<file path="config.mk">
export PLATFORM = sky130hd
export DESIGN_NAME = otter_hazard_ctrl
export DESIGN_NICKNAME = d
export VERILOG_FILES = /design/src/rtl/otter_pipe_pkg.sv /design/src/rtl/otter_fwd_unit.sv /design/src/rtl/otter_hazard_ctrl.sv
export SDC_FILE = /design/constraint.sdc
export NUM_CORES = 1
export LEC_CHECK = 0
export ABC_CLOCK_PERIOD_IN_PS = 3300
export CORE_ASPECT_RATIO = 0.9
export CORE_UTILIZATION = 47
export DETAILED_ROUTE_END_ITERATION = 10
export PLACE_DENSITY = 0.87
export SYNTH_ARGS = -nofsm -noshare
export SYNTH_HDL_FRONTEND = slang
export SYNTH_SLANG_ARGS = --single-unit
export TNS_END_PERCENT = 5
</file>
<file path="constraint.sdc">
create_clock -name CLK -period 3.3 [get_ports CLK]
set_input_delay 0.66 -clock CLK [delete_from_list [all_inputs] [get_ports CLK]]
set_output_delay 0.66 -clock CLK [all_outputs]
set_load 0.02 [all_outputs]
</file>
<file path="src/rtl/otter_pipe_pkg.sv">
// Shared types for the OTTER 5-stage pipeline: forwarding select encoding,
// base opcodes and the register-match helper used by the hazard logic.
package otter_pipe_pkg;

    typedef enum logic [1:0] {
        FWD_RF  = 2'd0,
        FWD_MEM = 2'd1,
        FWD_WB  = 2'd2
    } fwd_sel_t;

    typedef enum logic [6:0] {
        LUI    = 7'b0110111,
        AUIPC  = 7'b0010111,
        JAL    = 7'b1101111,
        JALR   = 7'b1100111,
        BRANCH = 7'b1100011,
        LOAD   = 7'b0000011,
        STORE  = 7'b0100011,
        OP_IMM = 7'b0010011,
        OP     = 7'b0110011,
        SYSTEM = 7'b1110011
    } opcode_t;

    // EX, MEM and WB can each hold a pending register write
    localparam int NUM_SRC_STAGES = 3;

    // x0 is never a real dependency, so a zero destination never matches
    function automatic logic rd_match(input logic [4:0] rs, input logic rs_used,
                                      input logic [4:0] rd, input logic dst_live);
        return rs_used && dst_live && (rd != 5'd0) && (rs == rd);
    endfunction

endpackage

</file>
<file path="src/rtl/otter_fwd_unit.sv">
// EX-stage operand forwarding comparators; MEM result takes precedence over WB.
// With en low both selects fall back to the register file path.
module otter_fwd_unit
    import otter_pipe_pkg::*;
(
    input  logic       en,
    input  logic [4:0] ex_rs1,
    input  logic [4:0] ex_rs2,
    input  logic [4:0] mem_rd,
    input  logic       mem_live,
    input  logic [4:0] wb_rd,
    input  logic       wb_live,
    output logic [1:0] fwd_a_sel,
    output logic [1:0] fwd_b_sel
);

    logic [1:0][4:0] rs;
    logic [1:0][1:0] sel_bus;

    assign rs[0] = ex_rs1;
    assign rs[1] = ex_rs2;

    generate
        for (genvar gi = 0; gi < 2; gi++) begin : g_operand
            fwd_sel_t sel;

            always_comb begin
                sel = FWD_RF;
                if (en) begin
                    if (rd_match(rs[gi], 1'b1, mem_rd, mem_live)) begin
                        sel = FWD_MEM;
                    end else if (rd_match(rs[gi], 1'b1, wb_rd, wb_live)) begin
                        sel = FWD_WB;
                    end
                end
            end

            assign sel_bus[gi] = sel;
        end
    endgenerate

    assign fwd_a_sel = sel_bus[0];
    assign fwd_b_sel = sel_bus[1];

endmodule

</file>
<file path="src/rtl/otter_hazard_ctrl.sv">
// OTTER pipeline controller: stage valid bits, stall/flush control, forwarding
// selects and saturating stall/flush counters. OTTER_FORWARDING_EN enables
// forwarding; without it every RAW dependency stalls until written back.
module otter_hazard_ctrl
    import otter_pipe_pkg::*;
#(
    parameter int CNT_W = 32
) (
    input  logic             CLK,
    input  logic             RESET,
    input  logic [4:0]       de_rs1,
    input  logic [4:0]       de_rs2,
    input  logic             de_rs1_used,
    input  logic             de_rs2_used,
    input  logic [4:0]       ex_rs1,
    input  logic [4:0]       ex_rs2,
    input  logic [4:0]       ex_rd,
    input  logic             ex_reg_write,
    input  logic             ex_mem_read,
    input  logic             ex_pc_redirect,
    input  logic [4:0]       mem_rd,
    input  logic             mem_reg_write,
    input  logic             mem_busy,
    input  logic [4:0]       wb_rd,
    input  logic             wb_reg_write,
    output logic             stall_pc,
    output logic             stall_if,
    output logic             stall_de,
    output logic             stall_ex,
    output logic             stall_mem,
    output logic             if_de_valid,
    output logic             de_ex_valid,
    output logic             ex_mem_valid,
    output logic             mem_wb_valid,
    output logic [1:0]       fwd_a_sel,
    output logic [1:0]       fwd_b_sel,
    output logic [CNT_W-1:0] stall_cnt,
    output logic [CNT_W-1:0] flush_cnt
);

    logic redirect;
    logic load_use;
    logic hazard;
    logic stall_front;
    logic stall_back;

    assign redirect = ex_pc_redirect & de_ex_valid;

    assign load_use = if_de_valid & de_ex_valid & ex_mem_read &
                      (rd_match(de_rs1, de_rs1_used, ex_rd, 1'b1) |
                       rd_match(de_rs2, de_rs2_used, ex_rd, 1'b1));

`ifdef OTTER_FORWARDING_EN
    localparam logic FWD_ON = 1'b1;

    assign hazard = load_use;
`else
    localparam logic FWD_ON = 1'b0;

    logic [4:0]                src_rd [NUM_SRC_STAGES];
    logic [NUM_SRC_STAGES-1:0] src_live;
    logic [NUM_SRC_STAGES-1:0] src_hit;

    assign src_rd[0]   = ex_rd;
    assign src_rd[1]   = mem_rd;
    assign src_rd[2]   = wb_rd;
    assign src_live[0] = de_ex_valid  & ex_reg_write;
    assign src_live[1] = ex_mem_valid & mem_reg_write;
    assign src_live[2] = mem_wb_valid & wb_reg_write;

    // WB is included: the register file does not bypass its own write port
    generate
        for (genvar gi = 0; gi < NUM_SRC_STAGES; gi++) begin : g_src
            assign src_hit[gi] = rd_match(de_rs1, de_rs1_used, src_rd[gi], src_live[gi]) |
                                 rd_match(de_rs2, de_rs2_used, src_rd[gi], src_live[gi]);
        end
    endgenerate

    // load_use is a subset of the RAW check for any load that writes a register
    assign hazard = (if_de_valid & (|src_hit)) | load_use;
`endif

    always_comb begin
        stall_front = 1'b0;
        stall_back  = 1'b0;
        if (!RESET) begin
            if (mem_busy) begin
                stall_front = 1'b1;
                stall_back  = 1'b1;
            end else if (!redirect && hazard) begin
                stall_front = 1'b1;
            end
        end
    end

    assign stall_pc  = stall_front;
    assign stall_if  = stall_front;
    assign stall_de  = stall_front;
    assign stall_ex  = stall_back;
    assign stall_mem = stall_back;

    otter_fwd_unit u_fwd (
        .en        (FWD_ON & ~RESET),
        .ex_rs1    (ex_rs1),
        .ex_rs2    (ex_rs2),
        .mem_rd    (mem_rd),
        .mem_live  (ex_mem_valid & mem_reg_write),
        .wb_rd     (wb_rd),
        .wb_live   (mem_wb_valid & wb_reg_write),
        .fwd_a_sel (fwd_a_sel),
        .fwd_b_sel (fwd_b_sel)
    );

    always_ff @(posedge CLK) begin
        if (RESET) begin
            if_de_valid  <= 1'b0;
            de_ex_valid  <= 1'b0;
            ex_mem_valid <= 1'b0;
            mem_wb_valid <= 1'b0;
            stall_cnt    <= '0;
            flush_cnt    <= '0;
        end else begin
            // A redirect seen while frozen is simply re-evaluated once EX moves
            if (mem_busy) begin
                mem_wb_valid <= 1'b0;
            end else if (redirect) begin
                if_de_valid  <= 1'b0;
                de_ex_valid  <= 1'b0;
                ex_mem_valid <= de_ex_valid;
                mem_wb_valid <= ex_mem_valid;
            end else if (hazard) begin
                de_ex_valid  <= 1'b0;
                ex_mem_valid <= de_ex_valid;
                mem_wb_valid <= ex_mem_valid;
            end else begin
                if_de_valid  <= 1'b1;
                de_ex_valid  <= if_de_valid;
                ex_mem_valid <= de_ex_valid;
                mem_wb_valid <= ex_mem_valid;
            end

            if (stall_front && (stall_cnt != {CNT_W{1'b1}})) begin
                stall_cnt <= stall_cnt + CNT_W'(1);
            end
            if (!mem_busy && redirect && (flush_cnt != {CNT_W{1'b1}})) begin
                flush_cnt <= flush_cnt + CNT_W'(1);
            end
        end
    end

endmodule
</file>
==> results_dict.tcl <==
set metrics [dict create \
    final-seq-area_um2 1360 \
    power_mw 1.77 \
    clk_path_buf_depth 2 \
    gp_congestion 0.932 \
    worst_pin_slew_ns 0.500 \
    port_buffers 107 \
    initial_core_util_pct 48.6 \
    grt_pass1_vias 3689 \
    synth_cells 468 \
    setup_violations 0 \
    ys_types 54 \
    vias_per_cell 5.85 \
    final.period_utilization_pct 98.3 \
    core_area_um2 8030 \
    die_area_um2 8660 \
    area_growth_pct 36.2 \
    synth_xor_area_share_pct 11.2 \
    cp-end-kind "output pin" \
    grt_usage_pct 25.3 \
    grt_use_met2_pct 42.7 \
    clk_pin_slew_ns 0.08 \
    die_h_um 88.4 \
    detailedPlace.worstSlack_ns -0.557 \
    first_iter_violations 225 \
    fp.dieW_um 98.0 \
    synth_top_family_by_area "simple AND/OR/NAND/NOR gates" \
    cts_setup_buffers 0 \
    holdCritPathClass "reg2reg" \
    muxShareOfSynthArea_pct 2.82 \
    grt_max_degree 54 \
    ys_warn_count 0 \
    grt_pass1_wl_um 17700 \
    final_cell_mix "88 x clkdlybuf4s50_1, 68 x dfxtp_1, 41 x nor2_1, 35 x xor2_1, 33 x a21oi_1" \
    leakagePower_nw 1.78 \
    clkSinkCount 68 \
    cts_root_buf "clkbuf_8" \
    antenna_cells 0 \
    syn_area_per_cell_um2 8.33 \
    synth_seq_cells 68 \
    violations "DRC" \
    arrival_ns 2.58 \
    wl_um 10900 \
    drc 14 \
    final_hold_viol_count 0 \
    slew_headroom_pct 66.4 \
    clock_skew_ns 0.0121 \
    gr-total-overflow 0 \
    insertion_delay_ns 0.35 \
    crit_fanout 3 \
    synth_edf_count 0 \
    p_switching_uw 439 \
    async_reset_ff_share_pct 0 \
    p_int_mw 1.33 \
    drv_slew 0 \
    synth-simple-area-share_pct 32.0 \
    antenna_found_initial 0 \
    seq_power_share_pct 46.9 \
    htree_levels 3 \
    drv_cap 0 \
    grt_use_met3_pct 5.53 \
    powerDensity_nw_per_um2 333 \
    yosysSeqAreaShare_pct 34.9 \
    io_pins 122 \
    multi_input_area_um2 2380 \
    fin_crit_ns 3.24 \
    busiest_layer "met2" \
    synth_area_um2 3900 \
    nNetsFinal 630 \
    max_freq_mhz 308 \
    grtUsageMet1_pct 32.5 \
    numCtsBuffers 9 \
    finish.utilization_pct 66.2 \
    rows 31 \
    wl_per_cell_um 15.9 \
    synth_compound_area_share_pct 13.3 \
    setup_tns_ns 0 \
    cts_tree "built" \
    ir_drop_uv 198 \
    outcome "finished, violations left" \
    setup_ws_ns 0.0568 \
    comb_power_share_pct 10.1 \
    antenna_left 0 \
    path_class "in2out" \
    ys.flop_type "dfxtp_1" \
    critPathRequiredTime_ns 2.64 \
    drt_first_pass_iters 8 \
    clkPwrFrac_pct 43.0 \
    synthAdderAreaFrac_pct 0.642 \
    cp-start-kind "input port" \
    mostFrequentLayoutCell "clkdlybuf4s50_1" \
    drive_gt1_share_pct 10.0 \
    sw_frac_of_total_pct 24.8 \
    rsz0062_at_grt "no" \
    hpwl_um 7720 \
    fillers 693 \
    vias 4018 \
]
what timing repair did:
item	in CTS	in global routing
gates resized for setup	31	3
hold buffers	0	0
endpoints found under the setup margin	3	3
pin swaps	10	3
flip-flops by register name, summed over array words and instances, names as in the netlist:
register      flops
de_ex_valid       1
if_de_valid       1
mem_wb_valid      1
flush_cnt        32
stall_cnt        32
ex_mem_valid      1
critical path: stages:
cell,delay (ns)
clkdlybuf4s50_1,0.50
xor2_1,0.19
nor4_2,0.31
nand4_1,0.16
a21oi_2,0.24
nor4_4,0.08
nor3_4,0.25
buf_4,0.19
power groups by stage:
stage / Sequential [mW] / Combinational (mW) / Clock, mW
after floorplan: 0.853 / 0.0876 / 0
after global placement: 0.849 / 0.179 / 0
after detailed placement: 0.849 / 0.181 / 0
after CTS: 0.830 / 0.175 / 0.771
after global routing: 0.831 / 0.192 / 0.816
final: 0.830 / 0.179 / 0.761
metrics by stage:
stage | hold WS, ns | std cells | cell area, um2
global placement | 0.471 | 671 | 5100
detailed placement | 0.489 | 671 | 5100
CTS | 0.502 | 687 | 5290
finish | 0.500 | 687 | 5310
floorplan | 0.559 | 471 | 3920
global route | 0.532 | 687 | 5310
synth_stat cells (2+ instances only):
cell type / number / area (um2)
o31ai_1: 17 / 128
xnor2_1: 15 / 131
nand3_1: 29 / 145
o211ai_1: 2 / 15.0
buf_6: 4 / 45.0
buf_4: 8 / 60.1
nand2b_1: 2 / 12.5
dfxtp_1: 68 / 1360
or4_1: 18 / 135
nor3_1: 11 / 55.1
a21oi_2: 2 / 17.5
ha_1: 2 / 25.0
mux2_1: 5 / 56.3
buf_2: 4 / 20.0
or3_1: 15 / 93.8
nor2b_1: 8 / 50.1
and4_1: 7 / 61.3
xor2_1: 35 / 307
mux2i_1: 2 / 20.0
nor2_1: 41 / 154
nor4_1: 11 / 68.8
buf_1: 3 / 11.3
nand4b_1: 2 / 17.5
nand2_1: 28 / 105
mux2_2: 3 / 33.8
a21oi_1: 34 / 170
o21ai_0: 15 / 75.1
and2_1: 6 / 37.5
and3_1: 10 / 62.6
nand4_1: 23 / 144
o2111ai_1: 2 / 17.5
inv_1: 6 / 22.5
nor3b_1: 2 / 15.0
clkbuf_1: 8 / 30.0
worst paths after layout:
path              slack [ns]  depth (start not counted)                    endpoint                        from
hold / removal          0.50                          2  stall_cnt[12]$_SDFFE_PP0P_  stall_cnt[12]$_SDFFE_PP0P_
setup / recovery        0.06                          8                    stall_if                   mem_rd[4]
hold reg to reg         0.50                          2  stall_cnt[12]$_SDFFE_PP0P_  stall_cnt[12]$_SDFFE_PP0P_
setup reg to reg        0.73                          9   stall_cnt[8]$_SDFFE_PP0P_   stall_cnt[0]$_SDFFE_PP0P_
layer usage:
metal / up-vias / share of wire (%)
met5: - / 0
met4: 0 / 0.92
met3: 12 / 6.5
met2: 128 / 48
met1: 1931 / 45
li1: 1947 / -
layout make-up:
type	instances	area share [%]
timing repair buffer	129	22.7
clock buffer	10	2.40
multi-input combinational	369	44.9
tap	99	2.33
clock inverter	6	1.67
inverter	6	0.424
sequential	68	25.6
logic make-up (layout without fill, tap and decap cells):
kind of cell             after synthesis  after routing
AND/OR/NAND/NOR                      221            221
AO/OA/AOI/OAI                         82             82
flip-flops                            68             68
XOR/XNOR                              50             50
buffers and inverters                 34            151
multiplexers                          10             10
adder cells (fa/ha/maj)                2              2
other                                  1              4
Power figures use the tool's default switching activity.
